--- src/rtl/hazard_unit_seq.sv ---
// Stateful hazard unit: load-use stalls spanning LOAD_LAT extra cycles, internally
// tracked PC-write pending window, and per-operand M/W forwarding selects.
module hazard_unit_seq #(
  parameter int unsigned ADDR_W      = 4,
  parameter int unsigned NUM_SRC     = 2,
  parameter int unsigned LOAD_LAT    = 0,
  parameter int unsigned PC_DEPTH    = 3,
  parameter int unsigned NO_FWD_ADDR = 15
) (
  input  logic                      clk,
  input  logic                      rst_n,
  input  logic [NUM_SRC*ADDR_W-1:0] ra_d,
  input  logic [NUM_SRC-1:0]        ra_valid_d,
  input  logic [NUM_SRC*ADDR_W-1:0] ra_e,
  input  logic [ADDR_W-1:0]         wa3e,
  input  logic [ADDR_W-1:0]         wa3m,
  input  logic [ADDR_W-1:0]         wa3w,
  input  logic                      reg_write_m,
  input  logic                      reg_write_w,
  input  logic                      mem_to_reg_e,
  input  logic                      branch_e,
  input  logic                      cond_ex_e,
  input  logic                      pc_src_d,
  output logic                      stall_f,
  output logic                      stall_d,
  output logic                      flush_d,
  output logic                      flush_e,
  output logic [NUM_SRC*2-1:0]      fwd_e,
  output logic                      busy
);

  logic [2:0] ld_cnt_q, ld_cnt_d;
  logic [2:0] pc_cnt_q, pc_cnt_d;
  logic       ld_hit, ld_stall, br_taken, pc_cap;

  always_comb begin
    ld_hit = 1'b0;
    for (int unsigned i = 0; i < NUM_SRC; i++) begin
      if (ra_valid_d[i] && (ra_d[i*ADDR_W +: ADDR_W] == wa3e))
        ld_hit = 1'b1;
    end
    ld_hit   = ld_hit & mem_to_reg_e;
    ld_stall = ld_hit | (ld_cnt_q != 3'd0);
    br_taken = branch_e & cond_ex_e;
    pc_cap   = pc_src_d & ~ld_stall & ~br_taken & (pc_cnt_q == 3'd0);
  end

  always_comb begin
    ld_cnt_d = ld_cnt_q;
    if (ld_hit && (ld_cnt_q == 3'd0))
      ld_cnt_d = 3'(LOAD_LAT);
    else if (ld_cnt_q != 3'd0)
      ld_cnt_d = ld_cnt_q - 3'd1;

    pc_cnt_d = pc_cnt_q;
    if (pc_cap)
      pc_cnt_d = 3'(PC_DEPTH);
    else if (pc_cnt_q != 3'd0)
      pc_cnt_d = pc_cnt_q - 3'd1;
  end

  always_ff @(posedge clk or negedge rst_n) begin
    if (!rst_n) begin
      ld_cnt_q <= '0;
      pc_cnt_q <= '0;
    end else begin
      ld_cnt_q <= ld_cnt_d;
      pc_cnt_q <= pc_cnt_d;
    end
  end

  // Outputs are gated by rst_n so they read zero throughout reset, not just after the counters clear.
  always_comb begin
    stall_f = 1'b0;
    stall_d = 1'b0;
    flush_d = 1'b0;
    flush_e = 1'b0;
    busy    = 1'b0;
    fwd_e   = '0;
    if (rst_n) begin
      stall_f = ld_stall | pc_src_d | (pc_cnt_q > 3'd1);
      stall_d = ld_stall;
      flush_d = pc_src_d | (pc_cnt_q != 3'd0) | br_taken;
      flush_e = ld_stall | br_taken;
      busy    = (ld_cnt_q != 3'd0) | (pc_cnt_q != 3'd0);
      for (int unsigned i = 0; i < NUM_SRC; i++) begin
        if (reg_write_m && (ra_e[i*ADDR_W +: ADDR_W] == wa3m) &&
            (32'(ra_e[i*ADDR_W +: ADDR_W]) != NO_FWD_ADDR))
          fwd_e[i*2 +: 2] = 2'b10;
        else if (reg_write_w && (ra_e[i*ADDR_W +: ADDR_W] == wa3w) &&
                 (32'(ra_e[i*ADDR_W +: ADDR_W]) != NO_FWD_ADDR))
          fwd_e[i*2 +: 2] = 2'b01;
      end
    end
  end

endmodule

--- config.mk ---
export PLATFORM = sky130hd
export DESIGN_NAME = hazard_unit_seq
export DESIGN_NICKNAME = d
export VERILOG_FILES = /design/src/rtl/hazard_unit_seq.sv
export SDC_FILE = /design/constraint.sdc
export NUM_CORES = 1
export LEC_CHECK = 0
export CELL_PAD_IN_SITES_DETAIL_PLACEMENT = 1
export CELL_PAD_IN_SITES_GLOBAL_PLACEMENT = 1
export CORE_AREA = 2 2 60 56
export CTS_BUF_LIST = sky130_fd_sc_hd__clkbuf_2
export DETAILED_ROUTE_END_ITERATION = 10
export DIE_AREA = 0 0 62 58
export PLACE_DENSITY = 0.78
export SETUP_SLACK_MARGIN = 0.5
export SYNTH_ARGS = -nofsm -noshare
export SYNTH_HDL_FRONTEND = slang
export SYNTH_SLANG_ARGS = --single-unit
export TNS_END_PERCENT = 5
--- constraint.sdc ---
create_clock -name clk -period 2.1 [get_ports clk]
set_clock_uncertainty 0.1 [all_clocks]
set_input_delay 0.42 -clock clk [delete_from_list [all_inputs] [get_ports clk]]
set_output_delay 0.42 -clock clk [all_outputs]
set_load 0.01 [all_outputs]
==> flow_summary.json, run 1 <==
{
  "status": "finished, violations left",
  "violations": "negative setup slack",
  "critPathMaxFanout": 4,
  "antenna_found_initial": 0,
  "fin_ws_ns": -0.0415,
  "rsz0062_at_grt": "true",
  "detailedRoute.firstPassIterationCount": 4,
  "grt-ovfl-total": 0,
  "cp-end-kind": "output port",
  "vias_per_cell": 4.62,
  "rows": 19,
  "ff2ff_setup_slack_ns": 0.46,
  "placed_cells": 195,
  "synth_area_leaders": "dfrtp_1 (21%), xnor2_1 (13%), xor2_1 (12%), ha_1 (8.8%), nor2_1 (4.7%)",
  "grtUsageTotal": 0.176,
  "fp.coreArea_sq_mm": 0.00297,
  "drv_cap": 0,
  "numPortBuffers": 46,
  "yosysWarnings": 0,
  "dp_slack_ns": -0.784,
  "clkSlewWorstSetupHoldPaths_ns": 0.07,
  "syn-num-nets": 130,
  "ir_drop_uv": 233,
  "worst_pin_slew_ns": 0.253,
  "synth_area_sq_um": 714,
  "cts_tree": "done",
  "worstHoldPathType": "input pin to async pin",
  "htreeDepth": 1,
  "cts_root_buffer": "clkbuf_2",
  "cts_made_buffers": 3,
  "design_area_sq_mm": 0.00143,
  "maxSlewViolCount": 0,
  "cp.required_ns": 1.58,
  "power_w": 0.000695,
  "syn_inst": 87,
  "final_cells": 199,
  "fmax_mhz": 467,
  "period_share": 1.02,
  "fillers": 369,
  "clock_sinks": 6,
  "drc_errors": 0,
  "dr_total_vias": 920,
  "start_kind": "input pin",
  "ys_types": 27,
  "synth-seq-cells": 6,
  "antenna_cells": 0,
  "ioPinCount": 47,
  "p_leak_nw": 0.684,
  "cts_buffer_depth": 2,
  "fin_nets": 202,
  "grt_pass1_vias": 1019,
  "place.gp.congestion": 0.871,
  "wl_per_cell_microns": 15.3,
  "arrival_ns": 1.62,
  "cts_hold_buf": 0,
  "routed_wl_microns": 3050,
  "die_w_microns": 62,
  "ys_seq_area_frac": 0.210,
  "drive_gt1_frac": 0.490,
  "antenna_left": 0,
  "place_area_sq_mm": 0.00140,
  "insertion_delay_ns": 0.23,
  "yosysTopAreaCell": "dfrtp_1",
  "fin_crit_ns": 2.14,
  "setup_tns_ns": -0.0423,
  "crit_type": "input pin to output port",
  "initial_core_util": 0.240,
  "setup_viol": 2,
  "avgSynthCellArea_sq_um": 8.21,
  "die_area_sq_mm": 0.00360,
  "die_h_microns": 58,
  "synth_top_area_share": 0.210,
  "grt_pass1_wl_microns": 4660,
  "grt_max_degree": 8,
  "syn_to_final_growth_pct": 100,
  "power_density_mw_per_mm2": 486,
  "hold_viol": 0,
  "dp.final_hpwl_microns": 2470,
  "drt_iter0_drc": 12,
  "max_slew_margin": 0.831
}
[cell type report]
class,instances,area [sq um],area share
Multi-Input combinational cell,73,651,0.455
Inverter,7,26.3,0.0184
Sequential cell,6,150,0.105
Tap cell,42,52.6,0.0367
Clock buffer,3,15.0,0.0105
Timing Repair Buffer,68,537,0.375
[per-stage QoR]
stage | hold slack (ns) | util
floorplan | 0.0244 | -
global placement | 0.371 | 0.472
detailed placement | 0.374 | 0.472
CTS | 0.187 | 0.471
global route | 0.211 | 0.482
finish | 0.201 | 0.482
[per-layer routing]
metal,wire (microns),vias to the layer above,global-route usage
met4,37,0,0.0213
li1,-,448,-
met2,1680,26,0.335
met1,1170,442,0.186
met5,0,-,0
met3,165,4,0.0580
[cells in the mapped netlist (all sizes together)]
master	number
mux2	1
and3	1
a41o	1
ha	5
dfrtp	6
nor3	3
a21oi	6
o21ai	2
o21bai	1
nand2	1
nand3	5
nand4	4
nand2b	1
a41oi	1
xor2	10
nor2b	1
nor2	9
mux2i	1
buf	1
and4	1
xnor2	11
inv	7
a31oi	3
o41a	1
and2	2
o2bb2ai	2
[worst paths after layout]
check | from | to | cells past startpoint
max reg2reg | ld_cnt_q[0] | pc_cnt_q[0] | 7
min in group clk | ld_cnt_q[1] | ld_cnt_q[1] | 1
max | ra_d[5] | stall_f | 6
min reg2reg | ld_cnt_q[1] | ld_cnt_q[1] | 1
min | rst_n | ld_cnt_q[1] | 2
max in group asynchronous | rst_n | ld_cnt_q[2] | 2
[where the power goes]
part           leakage, nW  switching [W]  internal, W
Combinational        0.595       0.000193     0.000232
Clock               0.0125      0.0000465    0.0000388
Sequential          0.0770      0.0000371     0.000148
Total                0.684       0.000277     0.000419
[timing repair]
action / in CTS / in global routing
endpoints found under the setup margin: 14 / 13
gates resized for setup: 113 / 39
setup buffers: 0 / 1
pin swaps: 20 / 23
[cells by family (layout without fill, tap and decap cells)]
| kind of cell | Yosys count | count (layout) | synth area share |
|---|---|---|---|
| adders and majority gates | 5 | 5 | 0.0876 |
| xor gates and xnor gates | 21 | 21 | 0.257 |
| muxes | 2 | 2 | 0.0298 |
| and+or+nand+nor | 28 | 28 | 0.203 |
| buffers and inverters | 8 | 78 | 0.0525 |
| AOI/OAI and AO/OA | 17 | 17 | 0.159 |
| DFF | 6 | 6 | 0.210 |
[worst max-delay path: stages]
cell and delay (ns):
clkdlybuf4s15_1 0.17, xor2_1 0.15, o41a_1 0.40, and2_4 0.20
a31oi_4 0.16, buf_6 0.12
[flip-flops by register name (all words and copies together), names as in the netlist]
name and count:
pc_cnt_q 3, ld_cnt_q 3
[placed cells by master, fill, tap and decap left out, types with 2 or more instances in the layout]
master,count
a21oi_1,3
a21oi_2,2
a31oi_2,2
buf_2,13
buf_4,20
buf_6,8
clkbuf_2,11
clkdlybuf4s15_1,4
clkdlybuf4s50_1,4
dfrtp_1,6
dlygate4sd2_1,7
dlymetal6s2s_1,4
ha_1,2
ha_2,2
inv_1,5
inv_2,2
nand3_1,5
nand4_1,4
nor2_1,6
nor2_2,3
nor3_2,2
o21ai_1,2
o2bb2ai_1,2
xnor2_1,7
xnor2_2,4
xor2_1,10
(Power assumes the default switching activity.)
==> run 2, diff against run 1 <==
--- a/config.mk
+++ b/config.mk
@@ -7,12 +7,12 @@
 export LEC_CHECK = 0
 export CELL_PAD_IN_SITES_DETAIL_PLACEMENT = 1
 export CELL_PAD_IN_SITES_GLOBAL_PLACEMENT = 1
-export CORE_AREA = 2 2 60 56
+export CORE_AREA = 2 2 58 54
 export CTS_BUF_LIST = sky130_fd_sc_hd__clkbuf_2
 export DETAILED_ROUTE_END_ITERATION = 10
-export DIE_AREA = 0 0 62 58
-export PLACE_DENSITY = 0.78
-export SETUP_SLACK_MARGIN = 0.5
+export DIE_AREA = 0 0 60 56
+export PLACE_DENSITY = 0.84
+export SETUP_SLACK_MARGIN = 0.4
 export SYNTH_ARGS = -nofsm -noshare
 export SYNTH_HDL_FRONTEND = slang
 export SYNTH_SLANG_ARGS = --single-unit
==> constraint.sdc (replaced) <==
create_clock -name clk -period 2.7 [get_ports clk]
set_clock_uncertainty 0.1 [all_clocks]
set_input_delay 0.54 -clock clk [delete_from_list [all_inputs] [get_ports clk]]
set_output_delay 0.54 -clock clk [all_outputs]
set_load 0.01 [all_outputs]
==> run 2 against run 1 <==
Against the previous run:
- the run now ends clean
- count of clock-buffer cells in the layout is the same
- cell area fell by 9.9%
- critical path depth did not move
- clock power is 25% lower
- cell count decreased by 5.0%
- first-iteration DRC count up 58%
- critical path type unchanged
- largest power group unchanged
==> flow_summary.json, run 2 (synthesis results as in run 1) <==
{
  "status": "finished, final reports clean",
  "syn_to_final_growth_pct": 80.6,
  "htreeDepth": 1,
  "worst_pin_slew_ns": 0.235,
  "cp.required_ns": 2.06,
  "cpMaxStageDelayCell": "o41a_1",
  "ir_drop_uv": 308,
  "critPathMaxFanout": 5,
  "grtUsageTotal": 0.180,
  "antenna_found_initial": 0,
  "place_area_sq_mm": 0.00130,
  "crit_type": "input pin to output port",
  "power_density_mw_per_mm2": 360,
  "routed_wl_microns": 2730,
  "antenna_cells": 0,
  "fp.coreArea_sq_mm": 0.00273,
  "initial_core_util": 0.262,
  "worstHoldPathType": "input pin to async pin",
  "die_w_microns": 60,
  "cp-end-kind": "output port",
  "design_area_sq_mm": 0.00129,
  "drt_iter0_drc": 19,
  "antenna_left": 0,
  "insertion_delay_ns": 0.23,
  "place.gp.congestion": 0.822,
  "seqCellArea_sq_um": 150,
  "hold_viol": 0,
  "reg_top3": "ld_cnt_q x3, pc_cnt_q x3",
  "crit_start": "wa3e[3]",
  "detailedRoute.firstPassIterationCount": 4,
  "period_share": 0.931,
  "multi_input_area_sq_um": 533,
  "start_kind": "input pin",
  "rsz0062_at_grt": "true",
  "p_leak_nw": 0.593,
  "drc_errors": 0,
  "fin_nets": 194,
  "cts_buffer_depth": 2,
  "cts_hold_buf": 0,
  "layout_commonest_cell": "dlygate4sd2_1",
  "dr_total_vias": 844,
  "drv_cap": 0,
  "max_slew_margin": 0.841,
  "maxSlewViolCount": 0,
  "fillers": 334,
  "arrival_ns": 1.87,
  "cts_made_buffers": 3,
  "cts_tree": "done",
  "cts_root_buffer": "clkbuf_2",
  "drive_gt1_frac": 0.188,
  "ioPinCount": 47,
  "final_cell_mix": "dlygate4sd2_1 (20), clkdlybuf4s50_1 (15), buf_4 (14), xnor2_1 (11), xor2_1 (10)",
  "die_area_sq_mm": 0.00336,
  "vias_per_cell": 4.47,
  "grt_pass1_vias": 972,
  "setup_viol": 0,
  "grt-ovfl-total": 0,
  "die_h_microns": 56,
  "grt_max_degree": 7,
  "clock_sinks": 6,
  "wl_per_cell_microns": 14.4,
  "crit_chain": "clkdlybuf4s15_1, xor2_1, o41a_1, and2_4, a31oi_1, buf_2",
  "dp.final_hpwl_microns": 2440,
  "fin_crit_ns": 2.51,
  "worst_r2r_startpoint": "ld_cnt_q[0]",
  "final_cells": 189,
  "fmax_mhz": 398,
  "clkSlewWorstSetupHoldPaths_ns": 0.07,
  "rows": 18,
  "placed_cells": 184,
  "max_stage_delay_ns": 0.45,
  "grt_pass1_wl_microns": 4620,
  "numPortBuffers": 46
}
==> run 2: where the power goes <==
group	leakage, nW	switching [W]	internal [W]
Sequential	0.0770	0.0000221	0.000115
Clock	0.0125	0.0000341	0.0000301
Combinational	0.503	0.000117	0.000145
==> run 2: repair_timing <==
action,CTS,global route
pin swaps,9,0
buffers inserted,2,0
endpoints found under the setup margin,9,8
resized for setup,55,1
==> run 2: worst max-delay path: cells and delay by family <==
family / cells / cell delay (ns)
buf+inv: 2 / 0.36
compound gates: 2 / 0.62
xor+xnor: 1 / 0.18
simple gates: 1 / 0.17
==> run 2: layout make-up <==
cell class | count | area share
clock buffer | 3 | 0.0116
inverter | 7 | 0.0204
multi-input combinational | 73 | 0.413
sequential | 6 | 0.116
tap | 40 | 0.0388
timing repair buffer | 60 | 0.400
==> run 2: stage by stage <==
stage	power, W	hold WS [ns]	setup WS, ns	setup TNS, ns	util
final	0.000464	0.382	0.187	0	0.473
after global routing	0.000511	0.377	0.0626	0	0.473
after CTS	0.000472	0.364	0.188	0	0.472
after detailed placement	0.000421	0.387	-0.455	-2.08	0.478
after global placement	0.000408	0.370	-0.431	-1.79	0.478
after floorplan	0.000288	0.144	0.449	0	-
==> run 2: worst paths after layout <==
| path | to | slack [ns] | cells after the start |
|---|---|---|---|
| setup / recovery | stall_f | 0.19 | 6 |
| hold / removal | ld_cnt_q[2] | 0.38 | 2 |
| setup reg to reg | pc_cnt_q[1] | 0.76 | 8 |
| hold reg to reg | ld_cnt_q[2] | 0.40 | 1 |
| max in group asynchronous | pc_cnt_q[2] | 2.02 | 2 |
| min in group clk | ld_cnt_q[2] | 0.40 | 1 |
==> run 2: layer usage <==
metal  wire length (microns)  global-route usage
met1                    1140               0.212
met2                    1500               0.318
met3                      43              0.0442
met4                      36              0.0413
met5                       0                   0
==> patch 1, RTL diff (flow settings as in run 1) <==
Set the parameter `ADDR_W` to 3 (it was 4).
--- a/src/rtl/hazard_unit_seq.sv
+++ b/src/rtl/hazard_unit_seq.sv
@@ -3,3 +3,3 @@
 module hazard_unit_seq #(
-  parameter int unsigned ADDR_W      = 4,
+  parameter int unsigned ADDR_W      = 3,
   parameter int unsigned NUM_SRC     = 2,
Ports: changed (5 resized); port bits go from 47 to 40. The function was not compared with the original's and may differ.
==> patch 1 against run 1 <==
  * Cell area down 11%
  * Wire length down 18%
  * Core utilization down 5.5 points
  * Synthesized area down 16%
  * Fmax up 8.4%
  * Power up 0.99%
  * Setup slack better by 0.17 ns
  * Sequential cell count unchanged
==> patch 1: results (changes against run 1) <==
<table>
<tr><th>Metric</th><th>Value</th></tr>
<tr><th colspan="2">Global routing</th></tr>
<tr><td>Global routing met1 resource utilization</td><td>16.0% (was 18.6%)</td></tr>
<tr><td>Vias in the first global route</td><td>837 (was 1019)</td></tr>
<tr><td>Pin count of the biggest net entering global routing</td><td>7 (was 8)</td></tr>
<tr><td>Grt met3 use</td><td>6.25% (was 5.80%)</td></tr>
<tr><td>Met2 layer usage reported by global route</td><td>27.1% (was 33.5%)</td></tr>
<tr><th colspan="2">Status</th></tr>
<tr><td>Run status</td><td>completed (was complete, but fails checks)</td></tr>
<tr><th colspan="2">Synth</th></tr>
<tr><td>Cells after Synth</td><td>68 (was 87)</td></tr>
<tr><td>Distinct cells, synth</td><td>22 (was 27)</td></tr>
<tr><td>Total nets after synthesis</td><td>104 (was 130)</td></tr>
<tr><td>Cell types with the largest area share after synthesis</td><td>dfrtp_1 (25%), xor2_1 (15%), xnor2_1 (12%) (was dfrtp_1 (21%), xnor2_1 (13%), xor2_1 (12%))</td></tr>
<tr><td>Top cells by count, synth</td><td>xor2_1 (10), xnor2_1 (8), dfrtp_1 (6), inv_1 (6) (was xnor2_1 (11), xor2_1 (10), nor2_1 (9))</td></tr>
<tr><td>Post-synthesis share of cell area spent on xor and xnor gates</td><td>26.2% (was 25.7%)</td></tr>
<tr><th colspan="2">Placement</th></tr>
<tr><td>Total cell area at the placement stage</td><td>1140 um2 (was 1400 um2)</td></tr>
<tr><td>HPWL after detailed placement</td><td>1930 um (was 2470 um)</td></tr>
<tr><td>Placed cells</td><td>159 (was 195)</td></tr>
<tr><td>Setup Slack @ Placement</td><td>-0.625 ns (was -0.784 ns)</td></tr>
<tr><td>Routability Congestion</td><td>0.748 (was 0.871)</td></tr>
<tr><th colspan="2">Setup path</th></tr>
<tr><td>Maximum cell stage delay along the critical path</td><td>0.22 ns (was 0.40 ns)</td></tr>
<tr><td>Slowest stage cell, crit path</td><td>a21boi_4 (was o41a_1)</td></tr>
<tr><th colspan="2">Cells and area</th></tr>
<tr><td>Share of cells above drive strength 1</td><td>57.5% (was 49.0%)</td></tr>
<tr><td>Count of nets after finishing</td><td>165 (was 202)</td></tr>
<tr><th colspan="2">Pwr</th></tr>
<tr><td>Proportion of total power due to net switching</td><td>38.2% (was 39.8%)</td></tr>
<tr><td>Maximum resistive drop on vdd</td><td>0.153 mV (was 0.233 mV)</td></tr>
<tr><td>Internal power consumption</td><td>434 uW (was 419 uW)</td></tr>
<tr><td>Power dissipated in combinational cells</td><td>444 uW (was 425 uW)</td></tr>
<tr><th colspan="2">Route</th></tr>
<tr><td>Detailed router's first-iteration violation count</td><td>14 (was 12)</td></tr>
<tr><td>Via count of the routed design</td><td>733 (was 920)</td></tr>
<tr><td>Post-DR wirelength/cell</td><td>14.7 um (was 15.3 um)</td></tr>
<tr><th colspan="2">Timing</th></tr>
<tr><td>Sum of negative setup slack</td><td>0 ns (was -0.0423 ns)</td></tr>
</table>
-- patch 1: final cells by class --
class	count	area, um2	area share, %
tap	42	52.6	4.14
timing repair buffer	56	428	33.7
multi-input combinational	56	601	47.3
clock buffer	3	15.0	1.18
sequential	6	150	11.8
inverter	6	22.5	1.78
-- patch 1: worst paths after layout --
path	from	end	slack [ns]	cells past startpoint
setup reg to reg	ld_cnt_q[0]$_DFFE_PN0P_	pc_cnt_q[0]$_DFFE_PN0P_	0.43	8
max in group asynchronous	rst_n	ld_cnt_q[2]$_DFFE_PN0P_	1.53	2
min in group clk	ld_cnt_q[2]$_DFFE_PN0P_	ld_cnt_q[2]$_DFFE_PN0P_	0.42	1
hold / removal	rst_n	pc_cnt_q[1]$_DFFE_PN0P_	0.25	2
setup / recovery	ra_d[1]	stall_f	0.12	7
hold reg to reg	ld_cnt_q[2]$_DFFE_PN0P_	ld_cnt_q[2]$_DFFE_PN0P_	0.42	1
==> patch 2, RTL diff (config.mk and constraints of run 1) <==
Without the edit above. Reset style: synchronous (`rst_n`), changed in one clocked block.
--- a/src/rtl/hazard_unit_seq.sv
+++ b/src/rtl/hazard_unit_seq.sv
@@ -61,3 +61,3 @@
 
-  always_ff @(posedge clk or negedge rst_n) begin
+  always_ff @(posedge clk) begin
     if (!rst_n) begin
Behaviour: no difference found for any inputs over 10 cycles, from zero or initial values and one cycle with rst_n low; that may be too few to reach the edited logic, so the function may still have changed.
==> patch 2 against run 1 <==
  * Wire length shrank 3.6%
  * Cell area shrank 3.8%
  * Critical path depth grew 1
  * Sequential cell count is the same
  * Synthesized area grew 2.1%
  * Power grew 62%
  * Synthesized cell count grew 9.2%
  * Via count grew 4.8%
  * Non-clock buffer count shrank 4
  * Setup slack gained 0.070 ns
  * Register-to-register slack lost 0.15 ns
==> patch 2: results (changes against run 1) <==
<table>
<tr><th>Metric</th><th>Value</th></tr>
<tr><th colspan="2">Synth</th></tr>
<tr><td>Distinct cells, synth</td><td>26 (was 27)</td></tr>
<tr><td>Complex-gate fraction of the synthesized area</td><td>16.5% (was 15.9%)</td></tr>
<tr><td>Sequential area share after synthesis</td><td>16.5% (was 21.0%)</td></tr>
<tr><td>Share of flip-flops with an asynchronous set or reset</td><td>0% (was 100%)</td></tr>
<tr><td>Post-synthesis share of cell area spent on full adders, half adders and majority gates</td><td>8.58% (was 8.76%)</td></tr>
<tr><td>Total nets after synthesis</td><td>138 (was 130)</td></tr>
<tr><td>Cell types with the largest area share after synthesis</td><td>xor2_1 (19%), dfxtp_1 (16%), ha_1 (8.6%) (was dfrtp_1 (21%), xnor2_1 (13%), xor2_1 (12%))</td></tr>
<tr><td>Prevailing post-synth register cell</td><td>dfxtp_1 (was dfrtp_1)</td></tr>
<tr><th colspan="2">Placement</th></tr>
<tr><td>Routability Congestion</td><td>0.720 (was 0.871)</td></tr>
<tr><th colspan="2">Global routing</th></tr>
<tr><td>Vias in the first global route</td><td>1079 (was 1019)</td></tr>
<tr><td>First-pass GRT wire length</td><td>4680 um (was 4660 um)</td></tr>
<tr><td>Pin count of the biggest net entering global routing</td><td>7 (was 8)</td></tr>
<tr><td>Global Route Usage Sum</td><td>17.4% (was 17.6%)</td></tr>
<tr><th colspan="2">Cells and area</th></tr>
<tr><td>Filler instances</td><td>386 (was 369)</td></tr>
<tr><td>Share of cells above drive strength 1</td><td>37.7% (was 49.0%)</td></tr>
<tr><td>Count of nets after finishing</td><td>207 (was 202)</td></tr>
<tr><th colspan="2">Setup path</th></tr>
<tr><td>Critical path peak fanout</td><td>3 (was 4)</td></tr>
<tr><td>Flop2flop setup slack</td><td>0.31 ns (was 0.46 ns)</td></tr>
<tr><td>Startpoint of the most critical register-to-register path</td><td>ld_cnt_q[1]$_SDFFE_PP0N_ (was ld_cnt_q[0]$_DFFE_PN0P_)</td></tr>
<tr><td>Worst path arrival time</td><td>1.55 ns (was 1.62 ns)</td></tr>
<tr><th colspan="2">Route</th></tr>
<tr><td>Routed Wire Length</td><td>2940 um (was 3050 um)</td></tr>
<tr><td>Detailed router's first-iteration violation count</td><td>19 (was 12)</td></tr>
<tr><td>Number of detailed-route iterations in the first pass</td><td>2 (was 4)</td></tr>
<tr><th colspan="2">Timing</th></tr>
<tr><td>Worst-case headroom to the max-slew limit</td><td>82.3% (was 83.1%)</td></tr>
<tr><th colspan="2">Pwr</th></tr>
<tr><td>Maximum resistive drop on vdd</td><td>0.190 mV (was 0.233 mV)</td></tr>
<tr><td>Leakage</td><td>0.000637 uW (was 0.000684 uW)</td></tr>
<tr><th colspan="2">Status</th></tr>
<tr><td>Run status</td><td>completed (was complete, but fails checks)</td></tr>
</table>
## patch 2: cell types whose count changed in the layout (fill, tap and decap cells not counted), moves of 5 or more
cell           change
buf_6              -6
clkbuf_2           -7
dfrtp_1            -6
dlygate4sd2_1      +9
nor2_1             +9
o21ai_0            +5
xor2_1             +5
## patch 2: worst max-delay path by stage
stage | start | to | slack [ns] | depth (start not counted)
2_1_floorplan | ld_cnt_q[0]$_SDFFE_PP0N_ | stall_f | 0.38 | 6
3_3_place_gp | wa3e[0] | stall_f | -0.63 | 7
3_5_place_dp | wa3e[3] | stall_f | -0.65 | 7
4_1_cts | ld_cnt_q[0]$_SDFFE_PP0N_ | stall_f | 0.1 | 7
5_1_grt | wa3e[1] | stall_d | -0.04 | 7
6_report | wa3e[2] | flush_e | 0.03 | 7
## patch 2: cell families after synthesis
family / Yosys count
AOI/OAI and AO/OA: 16
xor gates and xnor gates: 20
adders and majority gates: 5
buffers and inverters: 6
DFF: 6
muxes: 2
and+or+nand+nor: 40
## patch 2: final cells by class
type | count | area share (%)
clock buffer | 3 | 1.09
timing repair buffer | 64 | 36.7
inverter | 6 | 1.73
sequential | 6 | 8.90
multi-input combinational | 83 | 47.8
tap | 42 | 3.81
## patch 2: critical path, stage by stage
cell	delay, ns
buf_2	0.11
xor2_1	0.17
nor3_2	0.25
a41oi_4	0.16
buf_4	0.16
a31oi_2	0.12
buf_2	0.15
## patch 2: where the power goes
group | internal [uW] | switching [uW] | total, uW
clock | 38.7 | 40.5 | 79.2
combinational | 445 | 387 | 831
sequential | 170 | 44.9 | 215
total | 653 | 472 | 1130
## patch 2: routing by layer
layer | GRT usage, % | vias to the layer above
li1 | - | 467
met1 | 17.4 | 437
met2 | 33.6 | 52
met3 | 2.46 | 8
met4 | 7.90 | 0
met5 | 0 | -
## patch 2: per-stage QoR
step,std cells,hold WS [ns],worst slack [ns],setup TNS [ns],instance area [um2]
after floorplan,95,0.337,0.378,0,746
after global placement,196,0.401,-0.633,-4.88,1360
after detailed placement,196,0.437,-0.650,-5.21,1360
after CTS,204,0.441,0.0994,0,1370
after global routing,204,0.462,-0.0376,-0.0834,1380
final,204,0.430,0.0284,0,1380
## patch 2: repair_timing
item,in CTS,in global routing
pin swaps,21,1
setup buffers,5,0
hold endpoints to repair,0,0
resized for setup,116,2
setup endpoints to repair,13,12
